**config.mk**
```make
export PLATFORM = sky130hd
export DESIGN_NAME = packet_receiver_flat
export DESIGN_NICKNAME = d
export VERILOG_FILES = /design/src/rtl/packet_receiver_pkg.sv /design/src/rtl/packet_receiver_if.sv /design/src/rtl/packet_receiver_pkt_chk.sv /design/src/rtl/packet_receiver.sv /design/src/flat_wrapper.sv
export SDC_FILE = /design/constraint.sdc
export NUM_CORES = 1
export LEC_CHECK = 0
export CAP_MARGIN = 20
export CORE_UTILIZATION = 53
export CTS_BUF_LIST = sky130_fd_sc_hd__clkbuf_16
export CTS_CLUSTER_DIAMETER = 80
export DETAILED_ROUTE_END_ITERATION = 10
export GPL_ROUTABILITY_DRIVEN = 0
export PLACE_DENSITY = 0.79
export SYNTH_ARGS = -nofsm -noshare
export SYNTH_HDL_FRONTEND = slang
export SYNTH_SLANG_ARGS = --single-unit
```
**constraint.sdc**
```tcl
create_clock -name clk -period 2.4 [get_ports clk]
set_clock_uncertainty 0.05 [all_clocks]
set_input_delay 0.48 -clock clk [delete_from_list [all_inputs] [get_ports clk]]
set_output_delay 0.48 -clock clk [all_outputs]
set_load 0.03 [all_outputs]
```
**src/rtl/packet_receiver_pkg.sv**
```systemverilog
// Shared definitions for the router port packet path: field offsets, size field width
// and the parser state codes (also used by packet_sender).
package packet_receiver_pkg;

   localparam int OFF_SRC_ID = 0;
   localparam int OFF_DST_ID = 1;
   localparam int OFF_SIZE   = 2;
   localparam int OFF_DATA   = 3;

   localparam int SIZE_BITS  = 3;

   typedef enum logic [2:0] {
      IDLE,
      DST,
      SIZE,
      DATA,
      CRC,
      DISCARD
   } rx_state_t;

endpackage

```
**src/rtl/packet_receiver_if.sv**
```systemverilog
// Ingress stream plus packet-buffer write port of the receiver.
// master = stream source / buffer side, slave = packet_receiver.
interface packet_receiver_if #(
   parameter int UWIDTH    = 8,
   parameter int PTR_IN_SZ = 4
);

   logic                 packet_valid;
   logic [UWIDTH-1:0]    packet_in;
   logic                 wfull;
   logic                 wen;
   logic [PTR_IN_SZ-1:0] waddr;
   logic [UWIDTH-1:0]    wdata;
   logic                 winc;
   logic                 crc_err;
   logic                 drop;

   modport master (
      output packet_valid, packet_in, wfull,
      input  wen, waddr, wdata, winc, crc_err, drop
   );

   modport slave (
      input  packet_valid, packet_in, wfull,
      output wen, waddr, wdata, winc, crc_err, drop
   );

endinterface

```
**src/rtl/packet_receiver_pkt_chk.sv**
```systemverilog
// pkt_chk: running XOR checksum. i_clr restarts the sum; with i_en in the same cycle
// the sum restarts at i_data instead of zero.
module pkt_chk #(
   parameter int WIDTH = 8
) (
   input  logic             clk,
   input  logic             rst_n,
   input  logic             i_clr,
   input  logic             i_en,
   input  logic [WIDTH-1:0] i_data,
   output logic [WIDTH-1:0] o_acc
);

   logic [WIDTH-1:0] r_acc;

   always_ff @(posedge clk or negedge rst_n) begin
      if (!rst_n) begin
         r_acc <= '0;
      end else if (i_clr) begin
         r_acc <= i_en ? i_data : '0;
      end else if (i_en) begin
         r_acc <= r_acc ^ i_data;
      end
   end

   assign o_acc = r_acc;

endmodule

```
**src/rtl/packet_receiver.sv**
```systemverilog
// packet_receiver: parses SRC/DST/SIZE/DATA/CRC frames into the current buffer slot and
// commits the slot only on a checksum match. Optional DST filtering: PKT_RX_DST_FILTER_EN.
module packet_receiver
   import packet_receiver_pkg::*;
#(
   parameter int UWIDTH    = 8,
   parameter int PTR_IN_SZ = 4,
   parameter int LOCAL_ID  = 0
) (
   input  logic               clk,
   input  logic               rst_n,
   packet_receiver_if.slave   bus
);

   localparam logic [UWIDTH-1:0] LOCAL_ID_B = UWIDTH'(LOCAL_ID);

`ifdef PKT_RX_DST_FILTER_EN
   localparam bit FILTER_EN = 1'b1;
`else
   localparam bit FILTER_EN = 1'b0;
`endif

   rx_state_t             r_state;
   logic [SIZE_BITS-1:0]  r_cnt;
   logic [PTR_IN_SZ-1:0]  r_off;
   logic                  r_wen;
   logic [PTR_IN_SZ-1:0]  r_waddr;
   logic [UWIDTH-1:0]     r_wdata;
   logic                  r_winc;
   logic                  r_crcErr;
   logic                  r_drop;

   logic [SIZE_BITS-1:0]  w_size;
   logic                  w_dstReject;
   logic                  w_chkClr;
   logic                  w_chkEn;
   logic [UWIDTH-1:0]     w_acc;

   assign w_size      = bus.packet_in[SIZE_BITS-1:0];
   assign w_dstReject = FILTER_EN && (bus.packet_in != LOCAL_ID_B);

   // The checksum covers every byte that is written before the CRC byte itself.
   assign w_chkClr = (r_state == IDLE);
   assign w_chkEn  = bus.packet_valid &&
                     (((r_state == IDLE) && !bus.wfull) ||
                      ((r_state == DST)  && !w_dstReject) ||
                      ((r_state == SIZE) && (w_size != '0)) ||
                      (r_state == DATA));

   pkt_chk #(
      .WIDTH (UWIDTH)
   ) u_chk (
      .clk    (clk),
      .rst_n  (rst_n),
      .i_clr  (w_chkClr),
      .i_en   (w_chkEn),
      .i_data (bus.packet_in),
      .o_acc  (w_acc)
   );

   always_ff @(posedge clk or negedge rst_n) begin
      if (!rst_n) begin
         r_state  <= IDLE;
         r_cnt    <= '0;
         r_off    <= '0;
         r_wen    <= 1'b0;
         r_waddr  <= '0;
         r_wdata  <= '0;
         r_winc   <= 1'b0;
         r_crcErr <= 1'b0;
         r_drop   <= 1'b0;
      end else begin
         r_wen    <= 1'b0;
         r_winc   <= 1'b0;
         r_crcErr <= 1'b0;
         r_drop   <= 1'b0;
         case (r_state)
            IDLE: begin
               if (bus.packet_valid) begin
                  if (bus.wfull) begin
                     r_drop  <= 1'b1;
                     r_state <= DISCARD;
                  end else begin
                     r_wen   <= 1'b1;
                     r_waddr <= PTR_IN_SZ'(OFF_SRC_ID);
                     r_wdata <= bus.packet_in;
                     r_state <= DST;
                  end
               end
            end
            DST: begin
               if (!bus.packet_valid) begin
                  r_drop  <= 1'b1;
                  r_state <= IDLE;
               end else if (w_dstReject) begin
                  r_drop  <= 1'b1;
                  r_state <= DISCARD;
               end else begin
                  r_wen   <= 1'b1;
                  r_waddr <= PTR_IN_SZ'(OFF_DST_ID);
                  r_wdata <= bus.packet_in;
                  r_state <= SIZE;
               end
            end
            SIZE: begin
               if (!bus.packet_valid) begin
                  r_drop  <= 1'b1;
                  r_state <= IDLE;
               end else if (w_size == '0) begin
                  r_drop  <= 1'b1;
                  r_state <= DISCARD;
               end else begin
                  r_wen   <= 1'b1;
                  r_waddr <= PTR_IN_SZ'(OFF_SIZE);
                  r_wdata <= bus.packet_in;
                  r_cnt   <= w_size - SIZE_BITS'(1);
                  r_off   <= PTR_IN_SZ'(OFF_DATA);
                  r_state <= DATA;
               end
            end
            // r_off walks through the data bytes and lands on the CRC offset.
            DATA: begin
               if (!bus.packet_valid) begin
                  r_drop  <= 1'b1;
                  r_state <= IDLE;
               end else begin
                  r_wen   <= 1'b1;
                  r_waddr <= r_off;
                  r_wdata <= bus.packet_in;
                  r_off   <= r_off + PTR_IN_SZ'(1);
                  if (r_cnt == '0) begin
                     r_state <= CRC;
                  end else begin
                     r_cnt <= r_cnt - SIZE_BITS'(1);
                  end
               end
            end
            CRC: begin
               if (!bus.packet_valid) begin
                  r_drop  <= 1'b1;
                  r_state <= IDLE;
               end else begin
                  r_wen    <= 1'b1;
                  r_waddr  <= r_off;
                  r_wdata  <= bus.packet_in;
                  r_winc   <= (bus.packet_in == w_acc);
                  r_crcErr <= (bus.packet_in != w_acc);
                  r_state  <= IDLE;
               end
            end
            DISCARD: begin
               if (!bus.packet_valid) begin
                  r_state <= IDLE;
               end
            end
            default: begin
               r_state <= IDLE;
            end
         endcase
      end
   end

   assign bus.wen     = r_wen;
   assign bus.waddr   = r_waddr;
   assign bus.wdata   = r_wdata;
   assign bus.winc    = r_winc;
   assign bus.crc_err = r_crcErr;
   assign bus.drop    = r_drop;

endmodule

```
**src/flat_wrapper.sv**
```systemverilog
// flat-port wrapper written by rule: the top's interface ports become plain ports
module packet_receiver_flat import packet_receiver_pkg::*;
#(
   parameter int UWIDTH    = 8,
   parameter int PTR_IN_SZ = 4,
   parameter int LOCAL_ID  = 0
)
  (clk, rst_n, bus_packet_valid, bus_packet_in, bus_wfull, bus_wen, bus_waddr, bus_wdata, bus_winc, bus_crc_err, bus_drop);
  packet_receiver_if #(.UWIDTH(UWIDTH), .PTR_IN_SZ(PTR_IN_SZ)) bus_i ();
  input  logic clk;
  input  logic rst_n;
  input wire logic [$bits(bus_i.packet_valid)-1:0] bus_packet_valid;
  input wire logic [$bits(bus_i.packet_in)-1:0] bus_packet_in;
  input wire logic [$bits(bus_i.wfull)-1:0] bus_wfull;
  output wire logic [$bits(bus_i.wen)-1:0] bus_wen;
  output wire logic [$bits(bus_i.waddr)-1:0] bus_waddr;
  output wire logic [$bits(bus_i.wdata)-1:0] bus_wdata;
  output wire logic [$bits(bus_i.winc)-1:0] bus_winc;
  output wire logic [$bits(bus_i.crc_err)-1:0] bus_crc_err;
  output wire logic [$bits(bus_i.drop)-1:0] bus_drop;
  assign bus_i.packet_valid = bus_packet_valid;
  assign bus_i.packet_in = bus_packet_in;
  assign bus_i.wfull = bus_wfull;
  assign bus_wen = bus_i.wen;
  assign bus_waddr = bus_i.waddr;
  assign bus_wdata = bus_i.wdata;
  assign bus_winc = bus_i.winc;
  assign bus_crc_err = bus_i.crc_err;
  assign bus_drop = bus_i.drop;
  packet_receiver #(.UWIDTH(UWIDTH), .PTR_IN_SZ(PTR_IN_SZ), .LOCAL_ID(LOCAL_ID)) u_core (.clk(clk), .rst_n(rst_n), .bus(bus_i));
endmodule
```
==> metrics.md <==
| Metric | Value |
|---|---|
| Status | `complete, no violations` |
| Cell Area, Synth | `about 1700 sq um` |
| Post-synth top area share | `48.75%` |
| Hold buffers post-CTS | `0` |
| Cell chain of the critical path | `clkdlybuf4s50_1 > or3_1 > a221o_1 > nand2_2 > mux2_2` |
| Max Slew Vio Count | `0` |
| Reg2Reg Depth | `5` |
| Top_reg_cell synth | `dfrtp_1` |
| Post-route ant nets | `0` |
| Largest area contributor in the netlist | `dfrtp_1` |
| VDD IR-drop max | `0.7745 mV` |
| Num ports | `28` |
| Hold Crit Class | `flip-flop to flip-flop` |
| First-pass GRT wire length | `6.789 mm` |
| Core area | `3078 sq um` |
| Port Buffers | `27` |
| Crit path capture type | `flip-flop` |
| Grt met3 use | `roughly 8.1%` |
| Startpoint type of the worst setup path | `input port` |
| Drt pass-1 iters | `4` |
| Register bit count reported by yosys | `34` |
| Most instantiated cells after synthesis | `dfrtp_1, nand2_1, xor2_1` |
| Normalized max-slew margin | `67.34%` |
| Hold path start | `u_core.bus.wdata[6]$_DFFE_PN0P_` |
| CP Launch Point | `bus_packet_in[0]` |
| Die area | `3527 sq um` |
| R2R Setup Slk | `0.34 ns` |
| Finished Core Util | `around 73%` |
| DRT Wirelength | `3.961 mm` |
| Number of synthesized flops with an enable pin | `0` |
| Setup bufs post-CTS | `0` |
| Drt initial violations | `approximately 80` |
| ANT cells | `0` |
| H-tree levels | `2` |
| Largest net degree at the start of global routing | `35` |
| Post-route setup slack | `0.1375 ns` |
| Die height | `about 59 microns` |
| Critical path class | `input port to flip-flop` |
| WP data required | `2.51 ns` |
| Syn_nets | `188` |
| Final hold viol count | `0` |
| Met2 Use GR | `about 44%` |
| Unrepaired setup endpoints after global routing | `no` |
| Share of cells above drive strength 1 | `11.37%` |
| Worst R2R Start | `u_core.r_state[1]$_DFFE_PN0P_` |
| Die width | `59.39 microns` |
| Netlist cell types | `39` |
| Syn_area_per_cell | `10.03 sq um` |
| Longest Clk Path Bufs | `2` |
| DR vias | `approximately 1400` |
| Fin crit share | `between 90% and 100%` |
| Critical Path AT | `2.37 ns` |
| Initial core utilization | `56.71%` |
| Via density per instance | `approximately 5.5` |
| Wire length per cell | `15.53 microns` |
| CP Max Fanout | `12` |
| Pre-CTS WS | `-0.1176 ns` |
| Count leader, synth | `dfrtp_1` |
| Num CTS Buffers | `5` |
| Fraction of registers with async set/reset | `100.0%` |
| # fillers | `230` |
| Vias in the first global route | `1447` |
| Initial antenna violation count | `0` |
| Final min period | `2.263 ns` |
| Maximum clock frequency | `442.0 MHz` |
| Share of the yosys chip area belonging to registers | `48.75%` |
| GR peak layer | `met2` |
| Layout area overhead | `28.67%` |
| CP max-delay cell | `or3_1` |
| Total of max-cap violations | `0` |
| TritonCTS Sinks | `34` |
| Yosys Warn Count | `0` |
| Worst-Skew Late Latency | `0.28 ns` |
| Synth Instances | `174` |
| Root buffer cell | `clkbuf_16` |
| Num rows | `20` |
| Static leakage | `0.9929 nW` |
| Post_cts resized | `0` |
| Ranking of synthesized cells by area | `dfrtp_1, xor2_1, nand2_1` |
| Final HPWL from detailed placement | `2.776 mm` |
| Pwr Density | `roughly 1300 nW/um^2` |
| R2r endpoint | `u_core.bus.waddr[2]$_DFFE_PN0P_` |
| Clock transition at the registers of the reported paths | `0.05 ns` |
| CP peak stage delay | `0.44 ns` |
| CTS tree | `built` |
| GRT Util Overall | `27.12%` |
| Grt met1 use | `33.19%` |
| CP endpoint | `u_core.bus.wdata[7]$_DFFE_PN0P_` |
| Worst Tran Pin Value | `0.4881 ns` |
| Nets | `224` |
| Finish-stage setup viols | `0` |
| Post-route DRC | `0` |
| Total gr overflow | `0` |
==> area by class of cell <==
cell class	count	area (sq um)	share of cell area (%)
multi-input cells	128	842.1	37.49
clock inverters	3	12.51	0.5571
repair buffers	37	345.3	15.38
well taps	44	55.05	2.451
clock buffers	5	125.1	5.571
inverters	4	15.01	0.6685
flip-flops and latches	34	850.8	37.88
==> cell usage in the layout (no fill, tap or decap), types with 4 or more instances in the layout <==
master,synthesis,layout
nand2_1,28,28
xor2_1,16,16
nand2b_1,5,5
inv_1,4,5
mux2i_1,4,4
o21ai_0,9,9
mux2_1,8,8
clkbuf_16,0,5
buf_4,0,10
a21oi_1,7,7
clkdlybuf4s50_1,0,27
nor2_1,11,11
dfrtp_1,34,34
==> how the worst min path moves through the flow <==
stage          cells past startpoint                         endpoint
2_1_floorplan                      0     u_core.bus.crc_err$_DFF_PN0_
3_3_place_gp                       1  u_core.bus.wdata[5]$_DFFE_PN0P_
3_5_place_dp                       1  u_core.bus.waddr[1]$_DFFE_PN0P_
4_1_cts                            1  u_core.bus.wdata[6]$_DFFE_PN0P_
5_1_grt                            1      u_core.r_off[3]$_DFFE_PN0P_
6_report                           1  u_core.bus.wdata[6]$_DFFE_PN0P_
==> logic make-up (layout without fill, tap and decap cells) <==
logic type	Yosys count	count (layout)	synth area share, %
buffers and inverters	12	49	3.011
and+or+nand+nor	66	66	18.28
AOI/OAI and AO/OA	29	29	11.11
muxes	15	15	9.391
DFF	34	34	48.75
xor gates and xnor gates	16	16	8.028
adders and majority gates	2	2	1.433
==> critical path: cells and delay by family <==
family	cells	cell delay [ns]
AND/OR/NAND/NOR	2	0.70
AO/OA/AOI/OAI	1	0.38
buffers and inverters	1	0.42
multiplexers	1	0.38
==> registers in the layout (all words and copies together) (netlist names) <==
signal / cells
u_core.r_cnt: 3
u_core.bus.waddr: 4
u_core.bus.drop: 1
u_core.bus.crc_err: 1
u_core.r_off: 4
u_core.bus.wen: 1
u_core.u_chk.o_acc: 8
u_core.r_state: 3
u_core.bus.winc: 1
u_core.bus.wdata: 8
==> metal layers <==
metal | vias to the layer above | wire (microns)
met4 | 0 | 63
met3 | 8 | 158
li1 | 669 | -
met5 | - | 0
met2 | 32 | 2079
met1 | 695 | 1659
==> where the power goes <==
part	leakage (nW)	total, mW	internal [mW]	switching [mW]
Clock	0.0724	0.599	0.374	0.225
Sequential	0.424	1.03	0.811	0.219
Combinational	0.496	1.26	0.567	0.690
==> metrics by stage <==
step | hold WS, ns | setup TNS [ns] | power, mW | area, sq um | std cells
2_1_floorplan | 0.1344 | 0 | 1.821 | 1745 | 174
3_3_place_gp | 0.4257 | -0.6188 | 2.209 | 2108 | 247
3_5_place_dp | 0.4328 | -1.148 | 2.280 | 2108 | 247
4_1_cts | 0.4460 | 0 | 2.900 | 2246 | 255
5_1_grt | 0.4647 | 0 | 3.066 | 2246 | 255
6_report | 0.4416 | 0 | 2.887 | 2246 | 255
(Power assumes the default switching activity.)
==> RTL edit 1: new RTL, same flow settings <==
Encoding of `rx_state_t`: now one-hot (6 bits for 6 states).
--- a/src/rtl/packet_receiver_pkg.sv
+++ b/src/rtl/packet_receiver_pkg.sv
@@ -11,9 +11,9 @@
 
-   typedef enum logic [2:0] {
-      IDLE,
-      DST,
-      SIZE,
-      DATA,
-      CRC,
-      DISCARD
+   typedef enum logic [5:0] {
+      IDLE    = 6'b000001,
+      DST     = 6'b000010,
+      SIZE    = 6'b000100,
+      DATA    = 6'b001000,
+      CRC     = 6'b010000,
+      DISCARD = 6'b100000
    } rx_state_t;
Check against the original RTL: no difference found for any inputs over 10 cycles, from zero or initial values and one cycle with rst_n low; not proved beyond that.
==> RTL edit 1 against the original RTL <==
  * Area after synthesis up 8.9%
  * Synthesized cell count up 5.7%
  * First-iteration DRC count down 7.3%
  * Die area up 8.6%
  * Critical path type is now register to register
  * Critical endpoint is now u_core.bus.wdata[3]
  * Total power down 25%
  * Cell area up 8.4%
  * Sequential cell count up 3
  * Via count up 13%
  * Core utilization down 1.2 points
  * Wire length up 11%
  * Worst setup slack worse by 0.074 ns
==> RTL edit 1: results (changes against the original RTL) <==
Worst hold path
  – Hold Startpoint: u_core.r_off[3]
  – Hold EP: u_core.r_off[3]
  – Hold WC Path Type: register to register
  – Hold path cells: 1 (unchanged)

Drt
  – Drt first pass iters: 4 (unchanged)
  – Via count: 1580 (+13%)
  – Post-Route WL: 4.41 mm (+11%)
  – First DRT Iteration DRCs: 76 (-7.3%)

Critical path
  – Reg2reg start: u_core.r_state[0]
  – R2R cell count: 5 (unchanged)
  – Arr. time, crit path: 2.45 ns (+0.08 ns)
  – Reg-to-Reg End: u_core.bus.wdata[3]
  – Reg2Reg Setup Slack: 0.06 ns (-0.28 ns)
  – Crit-path max FO: 10 (-2)

STA
  – Worst hold slack: 0.464 ns (+0.0225 ns)
  – Slew margin rel.: 60.9% (-6.4 points)

Global route
  – Global Route Usage Sum: 25.5% (-1.6 points)
  – Initial antenna violation count: 0 (unchanged)
  – Largest net degree at the start of global routing: 38 (+8.6%)
  – First-pass GRT wire length: 6.85 mm (+0.91%)
  – Vias in the first global route: 1493 (+3.2%)

Final layout
  – Multi-input logic area: 898 µm² (+6.7%)
  – # diodes: 0 (unchanged)
  – Ratio of cells with drive above 1 in the final layout: 15.2% (+3.8 points)
  – Fin nets: 238 (+6.3%)
  – # fillers: 244 (+6.1%)

Power and ir drop
  – Worst VDD drop: 0.000707 V (-8.7%)
  – Leakage power: 1.04 nW (+4.9%)

Synth
  – Ys Warns: 0 (unchanged)
  – Area contributors post-synth: dfrtp_1, xor2_1, mux2_2, nand3_1, nand2_1
  – Sequential area share after synthesis: 48.8% (about the same)
  – Synth Net Count: 198 (+5.3%)
  – Post-synthesis cell type count: 45 (+15%)
  – Synth top cells by count: dfrtp_1, xor2_1, nand3_1, nand2_1, nor2_1
  – Async SR Flop Fraction: 100% (unchanged)
  – Top_reg_cell synth: dfrtp_1

Run status
  – Status: finished clean

Clock tree
  – Clk_lat worst skew: 0.28 ns (about the same)
  – H-tree depth: 2 (unchanged)
  – Root buffer cell: clkbuf_16
  – Clk buf depth: 2 (unchanged)
  – Worst-path clk slew: 0.05 ns (about the same)
  – CTS buffer count: 5 (unchanged)

Placed design
  – Port Buf Inserts: 27 (unchanged)
  – DP HPWL: 3.18 mm (+14%)
[RTL edit 1: cell count changes after synthesis, moves of 3 or more]
cell      delta
nand3_1     +12
nor2b_1      -3
clkbuf_1     -4
mux2_1       -8
nand2_1     -15
mux2_2       +4
nand2b_1     -3
xor2_1       +3
[RTL edit 1: cells by family after synthesis]
kind of cell / Yosys count / share of synthesized area (%)
buf+inv: 14 / 4.21
mux: 11 / 6.52
xor+xnor: 19 / 8.76
compound gates: 36 / 12.8
simple gates: 65 / 17.6
flops: 37 / 48.8
fa+ha+maj: 2 / 1.32
[RTL edit 1: worst max path at each step]
stage / startpoint / to / slack (ns) / depth (start not counted)
floorplan: u_core.r_state[1] / u_core.bus.wdata[6] / 0.01 / 7
global placement: bus_packet_in[0] / u_core.u_chk.o_acc[0] / 0.07 / 7
detailed placement: bus_packet_in[1] / u_core.u_chk.o_acc[7] / 0.007 / 7
CTS: u_core.r_state[0] / u_core.bus.wdata[3] / 0.03 / 4
global route: u_core.r_state[0] / u_core.bus.wdata[3] / 0.02 / 5
finish: u_core.r_state[0] / u_core.bus.wdata[3] / 0.06 / 5
[RTL edit 1: what timing repair did]
item,in CTS,in global routing
buffers inserted,0,1
hold buffers,0,0
endpoints found under the setup margin,0,20
gates resized for setup,0,1
[RTL edit 1: per-layer routing]
metal	vias to the layer above	GRT usage [%]	share of wire (%)
li1	729	-	-
met1	782	31.7	43
met2	61	40.9	51
met3	8	9.32	5.0
met4	0	9.52	1.7
met5	-	0	0
[RTL edit 1: through the flow]
stage          setup WS [ns]  cell area (µm²)  power [mW]  utilization [%]  std cells
2_1_floorplan         0.0131             1900        1.25                -        184
3_3_place_gp          0.0671             2270        1.51             67.0        262
3_5_place_dp         0.00748             2270        1.54             67.0        262
4_1_cts               0.0336             2410        2.16             71.1        269
5_1_grt               0.0171             2430        2.27             71.8        270
6_report              0.0632             2430        2.16             71.8        270
[RTL edit 1: critical path, cell delays in order (launching register included)]
cell and delay (ns):
dfstp_2 0.59, nor4b_1 0.47, nand3b_1 0.33, a31oi_4 0.28, buf_12 0.16, mux2_2 0.34
[RTL edit 1: power breakdown]
group	total [mW]	switching (mW)	internal, mW	leakage [nW]
logic	0.694	0.380	0.314	0.496
registers	0.848	0.0922	0.756	0.482
clock network	0.615	0.241	0.375	0.0633
total	2.16	0.713	1.44	1.04
[RTL edit 1: layout make-up]
class / instances / share of cell area (%)
flip-flops and latches: 37 / 38.1
multi-input cells: 133 / 36.9
well taps: 46 / 2.37
inverters: 5 / 0.771
repair buffers: 42 / 16.2
clock buffers: 5 / 5.14
clock inverters: 2 / 0.463
==> RTL edit 2: new RTL, same settings <==
Without the edit above. The localparam `FILTER_EN` goes from 1'b0 to 1'b1.
--- a/src/rtl/packet_receiver.sv
+++ b/src/rtl/packet_receiver.sv
@@ -19,3 +19,3 @@
 `else
-   localparam bit FILTER_EN = 1'b0;
+   localparam bit FILTER_EN = 1'b1;
 `endif
Formal check against the unedited RTL: not equivalent (a bounded check fails within 4 cycles, from zero or initial values and one cycle with rst_n low).
==> RTL edit 2 against the original RTL <==
  * Total power up 3.3%
  * Sequential cell count unchanged
  * Non-clock buffer count up 12
  * Sequential power about the same
  * Area after synthesis up 5.8%
  * Worst setup slack better by 0.076 ns
  * Wire length up 13%
  * First-iteration DRC count down 26%
  * Cell area up 9.4%
  * Critical path type unchanged
  * Largest cell class is now multi-input gates
==> RTL edit 2: results (changes against the original RTL) <==
Critical path
  – Crit-path max FO: 4 (-8)
  – Max incr delay on CP: 0.49 ns (+0.05 ns)
  – Critical path startpoint: bus_packet_in[1]
  – Arr. time, crit path: 2.29 ns (-0.08 ns)
  – CP max stage cell: clkdlybuf4s50_1

Run status
  – Status: finished clean

Synth
  – Synth Area in Adders: 1.36% (-0.079 points)
  – Sequential area share after synthesis: 46.1% (-2.7 points)
  – Area contributors post-synth: dfrtp_1, xor2_1, nand2_1, mux2_4, o21ai_0
  – Mux contribution to synthesized area: 7.79% (-1.6 points)
  – Synth Net Count: 198 (+5.3%)
  – Post-synthesis compound-gate area fraction: 17.5% (+6.4 points)
  – Synth top cells by count: dfrtp_1, nand2_1, xor2_1, nor2_1, o21ai_0
  – Post-synthesis cell type count: 46 (+18%)

Final layout
  – # fillers: 228 (-0.87%)
  – Fin nets: 247 (+10%)
  – Final non-filler cell total: 280 (+9.8%)

Drt
  – Drt wl/cell: 16.0 µm (+2.8%)
  – First DRT Iteration DRCs: 61 (-26%)
  – Via density: 5.74 (+4.2%)

Power and ir drop
  – Switching power: 1.16 mW (+2.4%)
  – Leakage power: 1.10 nW (+10%)
  – Worst VDD drop: 0.000685 V (-12%)

Global route
  – Global Route Usage Sum: 26.6% (-0.55 points)
  – First-pass GRT wire length: 6.97 mm (+2.7%)
  – Vias in the first global route: 1537 (+6.2%)

Placed design
  – # placed instances: 272 (+10%)
  – DP HPWL: 3.15 mm (+13%)
  – Place WS: -0.0528 ns (+0.0648 ns)

Worst hold path
  – Hold Startpoint: u_core.bus.wdata[4]
-- RTL edit 2: worst paths after layout --
check | end | slack (ns) | cells past startpoint
min in group asynchronous | u_core.bus.wdata[4] | 0.55 | 2
hold / removal | u_core.bus.wdata[4] | 0.46 | 1
max in group asynchronous | u_core.r_off[2] | 1.44 | 2
setup reg to reg | u_core.bus.wdata[6] | 0.35 | 5
setup / recovery | u_core.bus.wdata[1] | 0.21 | 6
hold reg to reg | u_core.bus.wdata[4] | 0.46 | 1
-- RTL edit 2: final cells by class --
class	count	area share (%)
timing repair buffer	49	18.2
clock inverter	3	0.662
multi-input combinational	134	37.6
inverter	9	1.38
clock buffer	5	5.09
sequential	34	34.6
tap	46	2.34
-- RTL edit 2: logic make-up (layout without fill, tap and decap cells) --
| kind of cell | after synthesis | in the layout |
|---|---|---|
| and+or+nand+nor | 61 | 61 |
| AOI/OAI and AO/OA | 44 | 44 |
| DFF | 34 | 34 |
| xor gates and xnor gates | 16 | 16 |
| buffers and inverters | 16 | 66 |
| muxes | 11 | 11 |
| adders and majority gates | 2 | 2 |
-- RTL edit 2: routing by layer --
layer / share of wire [%] / up-vias / global-route usage, %
li1: - / 751 / -
met1: 42 / 772 / 30.8
met2: 49 / 63 / 44.7
met3: 5.0 / 20 / 6.93
met4: 3.5 / 0 / 14.9
met5: 0 / - / 0
-- RTL edit 2: worst max-delay path: cells and delay by family --
kind                   cells  cell delay (ns)
muxes                      1             0.33
and+or+nand+nor            2             0.43
buffers and inverters      2             0.68
AOI/OAI and AO/OA          1             0.37
-- RTL edit 2: power by group through the flow --
stage / registers (mW) / clock network, mW / logic, mW
finish: 1.03 / 0.604 / 1.35
global route: 1.06 / 0.638 / 1.44
CTS: 1.03 / 0.616 / 1.35
detailed placement: 1.03 / 0 / 1.33
global placement: 1.01 / 0 / 1.28
floorplan: 1.19 / 0 / 0.658
